### src/rtl/mem_access_stage_if.sv
// Data-memory req/ack bus between the MEM stage (master) and the memory (slave).
interface mem_access_stage_if;
    logic        dmem_req;
    logic        dmem_we;
    logic [31:0] dmem_addr;
    logic [31:0] dmem_wdata;
    logic [3:0]  dmem_be;
    logic [31:0] dmem_rdata;
    logic        dmem_ack;

    modport master (
        output dmem_req, dmem_we, dmem_addr, dmem_wdata, dmem_be,
        input  dmem_rdata, dmem_ack
    );

    modport slave (
        input  dmem_req, dmem_we, dmem_addr, dmem_wdata, dmem_be,
        output dmem_rdata, dmem_ack
    );
endinterface

### src/rtl/mem_access_stage.sv
// RV32IM MEM stage plus MEM/WB register: req/ack data bus, store lane alignment, load extension.
// Define MISALIGN_TRAP_EN to trap misaligned H/W accesses instead of issuing them on the bus.
module mem_access_stage #(
    parameter int unsigned TIMEOUT = 16,
    parameter int unsigned CNT_W   = 5
) (
    input  logic                      clk,
    input  logic                      rst_n,
    input  logic                      valid_M,
    input  logic [31:0]               ALU_out_M,
    input  logic [31:0]               write_data_M,
    input  logic [2:0]                funct3_M,
    input  logic                      ld_M,
    input  logic                      st_M,
    input  logic                      jal_M,
    input  logic                      jalr_M,
    input  logic                      lui_M,
    input  logic                      reg_write_M,
    input  logic [31:0]               PCplus4_M,
    input  logic [31:0]               immediate_M,
    input  logic [4:0]                rd_M,
    mem_access_stage_if.master        dmem,
    output logic                      stall_M,
    output logic                      valid_W,
    output logic                      ld_W,
    output logic                      jal_W,
    output logic                      jalr_W,
    output logic                      lui_W,
    output logic                      reg_write_W,
    output logic [31:0]               ALU_out_W,
    output logic [31:0]               mem_read_data_W,
    output logic [31:0]               PCplus4_W,
    output logic [31:0]               immediate_W,
    output logic [4:0]                rd_W,
    output logic                      bus_err_W
`ifdef MISALIGN_TRAP_EN
   ,output logic                      misalign_W
`endif
);

    typedef enum logic [0:0] {StIdle, StAccess} state_e;

    typedef struct packed {
        logic        valid;
        logic        ld;
        logic        jal;
        logic        jalr;
        logic        lui;
        logic        reg_write;
        logic        bus_err;
`ifdef MISALIGN_TRAP_EN
        logic        misalign;
`endif
        logic [31:0] alu_out;
        logic [31:0] mem_rdata;
        logic [31:0] pc_plus4;
        logic [31:0] imm;
        logic [4:0]  rd;
    } wb_t;

    state_e           state_q, state_d;
    logic [CNT_W-1:0] cnt_q, cnt_d;
    logic             req_q, req_d;
    logic             we_q, we_d;
    wb_t              wb_q, wb_d;

    logic             is_mem;
    logic             misalign;
    logic             pass;
    logic             abort;
    logic [7:0]       byte_sel;
    logic [15:0]      half_sel;
    logic [31:0]      load_ext;

    assign is_mem = valid_M & (ld_M | st_M);

    // funct3[1:0]: 00 byte, 01 half, otherwise word.
`ifdef MISALIGN_TRAP_EN
    assign misalign = is_mem & (((funct3_M[1:0] == 2'b01) & ALU_out_M[0]) |
                                (funct3_M[1] & (ALU_out_M[1:0] != 2'b00)));
`else
    assign misalign = 1'b0;
`endif

    assign dmem.dmem_req  = req_q;
    assign dmem.dmem_we   = we_q;
    assign dmem.dmem_addr = {ALU_out_M[31:2], 2'b00};

    always_comb begin
        dmem.dmem_be    = 4'b1111;
        dmem.dmem_wdata = write_data_M;
        if (funct3_M[1:0] == 2'b00) begin
            dmem.dmem_be    = 4'b0001 << ALU_out_M[1:0];
            dmem.dmem_wdata = {4{write_data_M[7:0]}};
        end else if (funct3_M[1:0] == 2'b01) begin
            dmem.dmem_be    = ALU_out_M[1] ? 4'b1100 : 4'b0011;
            dmem.dmem_wdata = {2{write_data_M[15:0]}};
        end
    end

    always_comb begin
        unique case (ALU_out_M[1:0])
            2'b00: byte_sel = dmem.dmem_rdata[7:0];
            2'b01: byte_sel = dmem.dmem_rdata[15:8];
            2'b10: byte_sel = dmem.dmem_rdata[23:16];
            2'b11: byte_sel = dmem.dmem_rdata[31:24];
        endcase
    end

    assign half_sel = ALU_out_M[1] ? dmem.dmem_rdata[31:16] : dmem.dmem_rdata[15:0];

    always_comb begin
        unique case (funct3_M)
            3'b000:  load_ext = {{24{byte_sel[7]}}, byte_sel};
            3'b001:  load_ext = {{16{half_sel[15]}}, half_sel};
            3'b100:  load_ext = {24'd0, byte_sel};
            3'b101:  load_ext = {16'd0, half_sel};
            default: load_ext = dmem.dmem_rdata;
        endcase
    end

    // Abort releases the stall so the faulting instruction retires into WB.
    always_comb begin
        state_d = state_q;
        cnt_d   = cnt_q;
        req_d   = req_q;
        we_d    = we_q;
        stall_M = 1'b0;
        pass    = 1'b0;
        abort   = 1'b0;
        unique case (state_q)
            StIdle: begin
                if (is_mem && !misalign) begin
                    state_d = StAccess;
                    cnt_d   = '0;
                    req_d   = 1'b1;
                    we_d    = st_M & ~ld_M;
                    stall_M = 1'b1;
                end else begin
                    pass = valid_M;
                end
            end
            StAccess: begin
                if (dmem.dmem_ack) begin
                    pass    = 1'b1;
                    state_d = StIdle;
                    req_d   = 1'b0;
                    we_d    = 1'b0;
                end else if (cnt_q == CNT_W'(TIMEOUT - 1)) begin
                    pass    = 1'b1;
                    abort   = 1'b1;
                    state_d = StIdle;
                    req_d   = 1'b0;
                    we_d    = 1'b0;
                end else begin
                    stall_M = 1'b1;
                    cnt_d   = cnt_q + 1'b1;
                end
            end
        endcase
    end

    always_comb begin
        wb_d = '0;
        if (pass) begin
            wb_d.valid     = valid_M;
            wb_d.ld        = ld_M;
            wb_d.jal       = jal_M;
            wb_d.jalr      = jalr_M;
            wb_d.lui       = lui_M;
            wb_d.reg_write = reg_write_M & ~abort & ~misalign;
            wb_d.bus_err   = abort;
`ifdef MISALIGN_TRAP_EN
            wb_d.misalign  = misalign;
`endif
            wb_d.alu_out   = ALU_out_M;
            wb_d.mem_rdata = (state_q == StAccess && !abort && ld_M) ? load_ext : 32'd0;
            wb_d.pc_plus4  = PCplus4_M;
            wb_d.imm       = immediate_M;
            wb_d.rd        = rd_M;
        end
    end

    always_ff @(posedge clk or negedge rst_n) begin
        if (!rst_n) begin
            state_q <= StIdle;
            cnt_q   <= '0;
            req_q   <= 1'b0;
            we_q    <= 1'b0;
            wb_q    <= '0;
        end else begin
            state_q <= state_d;
            cnt_q   <= cnt_d;
            req_q   <= req_d;
            we_q    <= we_d;
            wb_q    <= wb_d;
        end
    end

    assign valid_W         = wb_q.valid;
    assign ld_W            = wb_q.ld;
    assign jal_W           = wb_q.jal;
    assign jalr_W          = wb_q.jalr;
    assign lui_W           = wb_q.lui;
    assign reg_write_W     = wb_q.reg_write;
    assign bus_err_W       = wb_q.bus_err;
`ifdef MISALIGN_TRAP_EN
    assign misalign_W      = wb_q.misalign;
`endif
    assign ALU_out_W       = wb_q.alu_out;
    assign mem_read_data_W = wb_q.mem_rdata;
    assign PCplus4_W       = wb_q.pc_plus4;
    assign immediate_W     = wb_q.imm;
    assign rd_W            = wb_q.rd;

endmodule
### src/flat_wrapper.sv
// flat-port wrapper written by rule: the top's interface ports become plain ports
module mem_access_stage_flat 
#(
    parameter int unsigned TIMEOUT = 16,
    parameter int unsigned CNT_W   = 5
)
  (clk, rst_n, valid_M, ALU_out_M, write_data_M, funct3_M, ld_M, st_M, jal_M, jalr_M, lui_M, reg_write_M, PCplus4_M, immediate_M, rd_M, stall_M, valid_W, ld_W, jal_W, jalr_W, lui_W, reg_write_W, ALU_out_W, mem_read_data_W, PCplus4_W, immediate_W, rd_W, bus_err_W, dmem_dmem_req, dmem_dmem_we, dmem_dmem_addr, dmem_dmem_wdata, dmem_dmem_be, dmem_dmem_rdata, dmem_dmem_ack);
  mem_access_stage_if dmem_i ();
  input  logic clk;
  input  logic rst_n;
  input  logic valid_M;
  input  logic [31:0] ALU_out_M;
  input  logic [31:0] write_data_M;
  input  logic [2:0] funct3_M;
  input  logic ld_M;
  input  logic st_M;
  input  logic jal_M;
  input  logic jalr_M;
  input  logic lui_M;
  input  logic reg_write_M;
  input  logic [31:0] PCplus4_M;
  input  logic [31:0] immediate_M;
  input  logic [4:0] rd_M;
  output logic stall_M;
  output logic valid_W;
  output logic ld_W;
  output logic jal_W;
  output logic jalr_W;
  output logic lui_W;
  output logic reg_write_W;
  output logic [31:0] ALU_out_W;
  output logic [31:0] mem_read_data_W;
  output logic [31:0] PCplus4_W;
  output logic [31:0] immediate_W;
  output logic [4:0] rd_W;
  output logic bus_err_W;
  output wire logic [$bits(dmem_i.dmem_req)-1:0] dmem_dmem_req;
  output wire logic [$bits(dmem_i.dmem_we)-1:0] dmem_dmem_we;
  output wire logic [$bits(dmem_i.dmem_addr)-1:0] dmem_dmem_addr;
  output wire logic [$bits(dmem_i.dmem_wdata)-1:0] dmem_dmem_wdata;
  output wire logic [$bits(dmem_i.dmem_be)-1:0] dmem_dmem_be;
  input wire logic [$bits(dmem_i.dmem_rdata)-1:0] dmem_dmem_rdata;
  input wire logic [$bits(dmem_i.dmem_ack)-1:0] dmem_dmem_ack;
  assign dmem_dmem_req = dmem_i.dmem_req;
  assign dmem_dmem_we = dmem_i.dmem_we;
  assign dmem_dmem_addr = dmem_i.dmem_addr;
  assign dmem_dmem_wdata = dmem_i.dmem_wdata;
  assign dmem_dmem_be = dmem_i.dmem_be;
  assign dmem_i.dmem_rdata = dmem_dmem_rdata;
  assign dmem_i.dmem_ack = dmem_dmem_ack;
  mem_access_stage #(.TIMEOUT(TIMEOUT), .CNT_W(CNT_W)) u_core (.clk(clk), .rst_n(rst_n), .valid_M(valid_M), .ALU_out_M(ALU_out_M), .write_data_M(write_data_M), .funct3_M(funct3_M), .ld_M(ld_M), .st_M(st_M), .jal_M(jal_M), .jalr_M(jalr_M), .lui_M(lui_M), .reg_write_M(reg_write_M), .PCplus4_M(PCplus4_M), .immediate_M(immediate_M), .rd_M(rd_M), .dmem(dmem_i), .stall_M(stall_M), .valid_W(valid_W), .ld_W(ld_W), .jal_W(jal_W), .jalr_W(jalr_W), .lui_W(lui_W), .reg_write_W(reg_write_W), .ALU_out_W(ALU_out_W), .mem_read_data_W(mem_read_data_W), .PCplus4_W(PCplus4_W), .immediate_W(immediate_W), .rd_W(rd_W), .bus_err_W(bus_err_W));
endmodule
### config.mk
export PLATFORM = sky130hd
export DESIGN_NAME = mem_access_stage_flat
export DESIGN_NICKNAME = d
export VERILOG_FILES = /design/src/rtl/mem_access_stage_if.sv /design/src/rtl/mem_access_stage.sv /design/src/flat_wrapper.sv
export SDC_FILE = /design/constraint.sdc
export NUM_CORES = 1
export LEC_CHECK = 0
export BUFFER_PORTS_ARGS = -buffer_cell sky130_fd_sc_hd__buf_4
export CAP_MARGIN = 15
export CORE_AREA = 2 2 152 154
export CTS_CLUSTER_DIAMETER = 150
export CTS_CLUSTER_SIZE = 12
export DETAILED_ROUTE_END_ITERATION = 12
export DIE_AREA = 0 0 154 156
export GPL_ROUTABILITY_DRIVEN = 0
export HOLD_SLACK_MARGIN = 0.06
export PLACE_DENSITY = 0.6
export SLEW_MARGIN = 40
export SYNTH_ARGS = -nofsm -noshare
export SYNTH_HDL_FRONTEND = slang
export SYNTH_SLANG_ARGS = --single-unit
### constraint.sdc
create_clock -name clk -period 5.45 [get_ports clk]
set_clock_uncertainty 0.1 [all_clocks]
set_input_delay 1.09 -clock clk [delete_from_list [all_inputs] [get_ports clk]]
set_output_delay 1.09 -clock clk [all_outputs]
set_load 0.05 [all_outputs]
==> results.json, run 1 <==
{
  "diodes": 0,
  "synthDistinctLibCells": 43,
  "synthArstFlopShare": 1.00,
  "yosys_warnings": 0,
  "hold_viol": 0,
  "insertion_delay_ns": 0.41,
  "start_util": 0.268,
  "synth_edf_count": 0,
  "nets": 1038,
  "cts_setup_buffers": 0,
  "wirelength_um": 20900,
  "ys_top_cells_by_area": "dfrtp_1, and2_1, buf_4",
  "grt_pass1_vias": 5035,
  "synthCells": 517,
  "rsz0062_at_grt": "false",
  "cts_hold_buf": 0,
  "powerDensity_mw_per_mm2": 336,
  "grt_pass1_wl_um": 30000,
  "post_cts_resized": 0,
  "core_region_area_mm2": 0.0224,
  "drt-initial-drc-count": 178,
  "cts_tree": "yes",
  "cts_buffers": 17,
  "crit_type": "in -> out",
  "drive_gt1_frac": 0.509,
  "antenna_found_initial": 0,
  "die_w_um": 154,
  "drv_cap": 0,
  "synth_xor_xnor_area_share": 0.00146,
  "clk_pin_slew_worst_paths_ns": 0.07,
  "wl_per_cell_um": 18.1,
  "clock_sinks": 148,
  "root_buffer": "clkbuf_16",
  "synthAdderAreaFrac": 0.00418,
  "synth-seq-cells": 148,
  "syn_area_mm2": 0.00599,
  "synth-compound-area-share": 0.0816,
  "yosysTopAreaCellShare": 0.618,
  "cts_buffer_depth": 2,
  "fp-row-count": 55,
  "die_area_mm2": 0.0240,
  "io_pins": 389,
  "cts_max_level": 4,
  "multi_input_area_mm2": 0.00185,
  "drt_pass1_iterations": 4,
  "maxSlewViolCount": 0,
  "cp.arrival_ns": 2.60,
  "worst_pin_slew_ns": 0.774,
  "worst_setup_path_end_kind": "primary output",
  "viasPerCell": 4.32,
  "maxSlewHeadroom": 0.482,
  "fmax_mhz": 264,
  "gr-total-overflow": 0,
  "grt_usage": 0.167,
  "setup_viol": 0,
  "power.total_mw": 3.17,
  "vias": 4990,
  "io_buffers": 386,
  "ys_seq_area_frac": 0.618,
  "crit_fanout": 46,
  "irDropWorstVdd_mv": 0.193,
  "fin_crit_sh": 0.696,
  "synth_top_family_by_area": "simple AND/OR/NAND/NOR gates",
  "finalCriticalPeriod_ns": 3.79,
  "fill_cells": 2206,
  "yosysTopAreaCell": "dfrtp_1",
  "p_leak_nw": 5.11,
  "die_h_um": 156,
  "hp-class": "reg -> reg",
  "synth_ff_type": "dfrtp_1",
  "dpl.hpwl_um": 16200,
  "syn_to_final_growth_pct": 57.6,
  "final_antenna_net_count": 0,
  "muxShareOfSynthArea": 0.0470,
  "seq_area_mm2": 0.00370,
  "worstPathRequired_ns": 4.26,
  "remaining_drc_errors": 0,
  "start_kind": "primary input",
  "fin_setup_tns_ns": 0,
  "syn_avg_cell_area_um2": 11.6,
  "grt_max_degree": 105,
  "outcome": "finished clean",
  "synth-simple-area-share": 0.171
}
==> report_power, final <==
| part | total [mW] | internal [mW] | switching, mW | leakage, nW |
|---|---|---|---|---|
| logic | 0.837 | 0.280 | 0.557 | 2.83 |
| clock network | 1.13 | 0.616 | 0.518 | 0.272 |
| registers | 1.20 | 1.17 | 0.0282 | 2.00 |
| total | 3.17 | 2.07 | 1.10 | 5.11 |
==> path summary, 6_finish.rpt <==
kind                                      startpoint                     end  slack (ns)  depth (start not counted)
worst max register to register       u_core.cnt_q[0]    u_core.ALU_out_W[28]        2.89                          7
worst max-delay path                     funct3_M[1]      dmem_dmem_wdata[9]        1.66                          4
worst min register to register  u_core.dmem.dmem_req    u_core.dmem.dmem_req        0.38                          1
worst min-delay path            u_core.dmem.dmem_req    u_core.dmem.dmem_req        0.38                          1
max in group asynchronous                      rst_n   u_core.immediate_W[7]        3.59                          2
min in group asynchronous                      rst_n  u_core.immediate_W[15]        0.59                          1
==> worst max-delay path, cell delays in order <==
cell and delay, ns:
buf_4 0.25, nor2_1 0.66, mux2_2 0.41, buf_4 0.19
==> logic make-up (layout without fill, tap and decap cells) <==
kind of cell / after synthesis / count (layout)
AO/OA/AOI/OAI: 72 / 72
XOR/XNOR: 1 / 1
adder cells (fa/ha/maj): 2 / 2
buffers and inverters: 75 / 428
flip-flops: 148 / 148
multiplexers: 26 / 26
other: 1 / 2
AND/OR/NAND/NOR: 192 / 192
==> stage by stage <==
| stage | setup slack (ns) | instances | instance area (um2) | utilization | hold WS (ns) |
|---|---|---|---|---|---|
| 2_1_floorplan | 1.25 | 518 | 6000 | - | 0.364 |
| 3_3_place_gp | 1.66 | 1124 | 8870 | 0.397 | 0.369 |
| 3_5_place_dp | 1.61 | 1124 | 8870 | 0.397 | 0.372 |
| 4_1_cts | 1.61 | 1156 | 9440 | 0.422 | 0.388 |
| 5_1_grt | 1.57 | 1156 | 9450 | 0.422 | 0.435 |
| 6_report | 1.66 | 1156 | 9450 | 0.422 | 0.385 |
==> placed cells by master (no fill, tap or decap), types with 2 or more instances in the layout <==
cell type and count:
buf_4 389, dfrtp_1 148, and2_1 106, nand2_1 65, a21oi_1 23, mux2_2 17, clkbuf_16 17, o21ai_0 15
mux2i_1 9, nor2_1 8, a22o_1 8, a22oi_1 7, a221o_1 7, inv_6 6, inv_1 4, a21o_1 3
clkinvlp_4 3, nand2b_1 2, and3b_1 2, ha_1 2, conb_1 2, clkinv_4 2, clkinv_8 2, buf_6 2
==> sequential cells by signal (all words and copies together) (netlist names), 5 cells and up <==
name                    cells
u_core.cnt_q                5
u_core.rd_W                 5
u_core.mem_read_data_W     32
u_core.immediate_W         32
u_core.PCplus4_W           32
u_core.ALU_out_W           32
==> routing by layer <==
layer	track usage	up-vias	wire (um)
met5	0	-	0
met4	0.0521	0	337
met3	0.0553	18	1770
met2	0.312	271	11000
met1	0.179	2369	7780
li1	-	2332	-
==> synthesized netlist by cell type (4+ instances only) <==
library cell	count
dfrtp_1	148
and2_1	106
nand2_1	65
buf_4	40
a21oi_1	23
clkbuf_1	21
mux2_2	17
o21ai_0	15
mux2i_1	9
a22o_1	8
nor2_1	8
a221o_1	7
a22oi_1	7
inv_1	4
==> layout make-up <==
type / count / area share
Timing Repair Buffer: 391 / 0.311
Clock inverter: 14 / 0.0144
Multi-Input combinational cell: 295 / 0.196
Clock buffer: 18 / 0.0465
Inverter: 5 / 0.00199
Sequential cell: 148 / 0.392
Tap cell: 285 / 0.0377
Note: power is estimated with default switching activity, not from simulation.
==> run 2, diff against run 1 <==
- CORE_AREA: 2 2 152 154 -> 2 2 149 151
- DIE_AREA: 0 0 154 156 -> 0 0 151 153
- PLACE_DENSITY: 0.6 -> 0.64
- clock period: 5.45 -> 3.3 ns (I/O delays scaled with it)
==> run 2 against run 1 <==
Net effect: core utilization up 2.2 points; setup slack worse by 1.6 ns; global-route usage rose by 0.82 points; design area is 1.1% higher; cell count hardly changed; critical path depth grew 3; non-clock buffer count is 3 higher; critical path type is now reg -> out; largest power group is now clock.
==> results.json, run 2 (same netlist as run 1, synthesis figures left out) <==
{
  "outcome": "finished clean",
  "viasPerCell": 4.37,
  "irDropWorstVdd_mv": 0.286,
  "fin_crit_sh": 0.969,
  "vias": 5046,
  "clk_pin_slew_worst_paths_ns": 0.07,
  "mostFrequentLayoutCells": "buf_4, dfrtp_1, and2_1",
  "maxSlewViolCount": 0,
  "final_antenna_net_count": 0,
  "die_area_mm2": 0.0231,
  "grt_usage": 0.176,
  "grt_max_degree": 108,
  "crit_type": "reg -> out",
  "start_util": 0.279,
  "io_buffers": 386,
  "post-route-cell-area_mm2": 0.00955,
  "clock_sinks": 148,
  "p_leak_nw": 5.17,
  "cts_buffer_depth": 2,
  "powerDensity_mw_per_mm2": 571,
  "grt_pass1_wl_um": 30400,
  "hold_viol": 0,
  "syn_to_final_growth_pct": 59.3,
  "cts_tree": "yes",
  "setup_viol": 0,
  "hp-class": "in -> async",
  "finalCriticalPeriod_ns": 3.20,
  "worst_pin_slew_ns": 0.648,
  "place_area_mm2": 0.00891,
  "post_cts_resized": 0,
  "nets": 1041,
  "io_pins": 389,
  "gr-total-overflow": 0,
  "root_buffer": "clkbuf_16",
  "antenna_found_initial": 1,
  "fp-row-count": 54,
  "grt_pass1_vias": 5136,
  "dp_slack_ns": 0.562,
  "fmax_mhz": 313,
  "fin_ws_ns": 0.102,
  "drive_gt1_frac": 0.510,
  "drv_cap": 0,
  "fin_setup_tns_ns": 0,
  "cts_max_level": 4,
  "dpl.hpwl_um": 16200,
  "remaining_drc_errors": 0,
  "drt-initial-drc-count": 176,
  "cts_buffers": 17,
  "wl_per_cell_um": 17.9,
  "cp.arrival_ns": 2.44,
  "r2r_cells": 7,
  "core_region_area_mm2": 0.0215,
  "insertion_delay_ns": 0.42,
  "worst_setup_path_end_kind": "primary output",
  "die_w_um": 151,
  "rsz0062_at_grt": "false",
  "fill_cells": 2064,
  "cts_hold_buf": 0,
  "cts_setup_buffers": 0,
  "crit_fanout": 5,
  "hold-worst-slack_ns": 0.117,
  "wirelength_um": 20700,
  "final_common_cell": "buf_4",
  "start_kind": "flip-flop",
  "worstPathRequired_ns": 2.54,
  "maxSlewHeadroom": 0.568,
  "power.total_mw": 5.45,
  "drt_pass1_iterations": 7,
  "die_h_um": 153
}
run 2: changes by cell type in the layout (fill, tap and decap cells not counted):
cell / delta
bufinv_16: +3
diode_2: +1
buf_12: +2
inv_8: +4
inv_6: -1
o21ai_1: +1
clkinv_8: -2
o21ai_0: -1
clkinvlp_4: -3
buf_4: +1
clkbuf_8: -1
run 2: metrics by stage:
| stage | utilization | std cells |
|---|---|---|
| floorplan | - | 518 |
| global placement | 0.415 | 1122 |
| detailed placement | 0.415 | 1122 |
| CTS | 0.444 | 1154 |
| global route | 0.444 | 1155 |
| finish | 0.444 | 1155 |
run 2: path summary, 6_finish.rpt:
check                                      from                     end  slack, ns
min in group clk                immediate_M[31]  u_core.immediate_W[31]       0.35
hold reg to reg            u_core.dmem.dmem_req    u_core.dmem.dmem_req       0.42
max in group asynchronous                 rst_n          u_core.rd_W[2]       2.29
setup reg to reg                u_core.cnt_q[0]    u_core.PCplus4_W[19]       0.86
hold / removal                            rst_n         u_core.cnt_q[4]       0.12
setup / recovery                u_core.cnt_q[0]                 stall_M       0.10
run 2: cell type report:
| class | count | area (um2) | area share |
|---|---|---|---|
| diodes | 1 | 2.50 | 0.000262 |
| repair buffers | 394 | 2990 | 0.313 |
| well taps | 280 | 350 | 0.0367 |
| clock buffers | 17 | 425 | 0.0445 |
| multi-input cells | 295 | 1850 | 0.194 |
| inverters | 5 | 18.8 | 0.00197 |
| clock inverters | 15 | 208 | 0.0218 |
| flip-flops and latches | 148 | 3700 | 0.388 |
run 2: layer usage:
| layer | up-vias | part of all wire | track usage |
|---|---|---|---|
| met2 | 290 | 0.53 | 0.316 |
| met3 | 25 | 0.088 | 0.0507 |
| met4 | 0 | 0.025 | 0.0628 |
| li1 | 2343 | - | - |
| met5 | - | 0 | 0 |
| met1 | 2388 | 0.35 | 0.195 |
run 2: worst max-delay path: stages (launching register included):
cell and delay [ns]:
dfrtp_1 0.41, ha_1 0.23, and3_1 0.19, ha_1 0.22, or3b_2 0.50, o21a_1 0.17, inv_1 0.10, buf_4 0.21
run 2: power breakdown:
group | total, mW | internal [mW] | switching [mW] | leakage [nW]
registers | 1.98 | 1.94 | 0.0471 | 2.00
clock network | 2.08 | 1.23 | 0.849 | 0.313
logic | 1.39 | 0.467 | 0.923 | 2.86
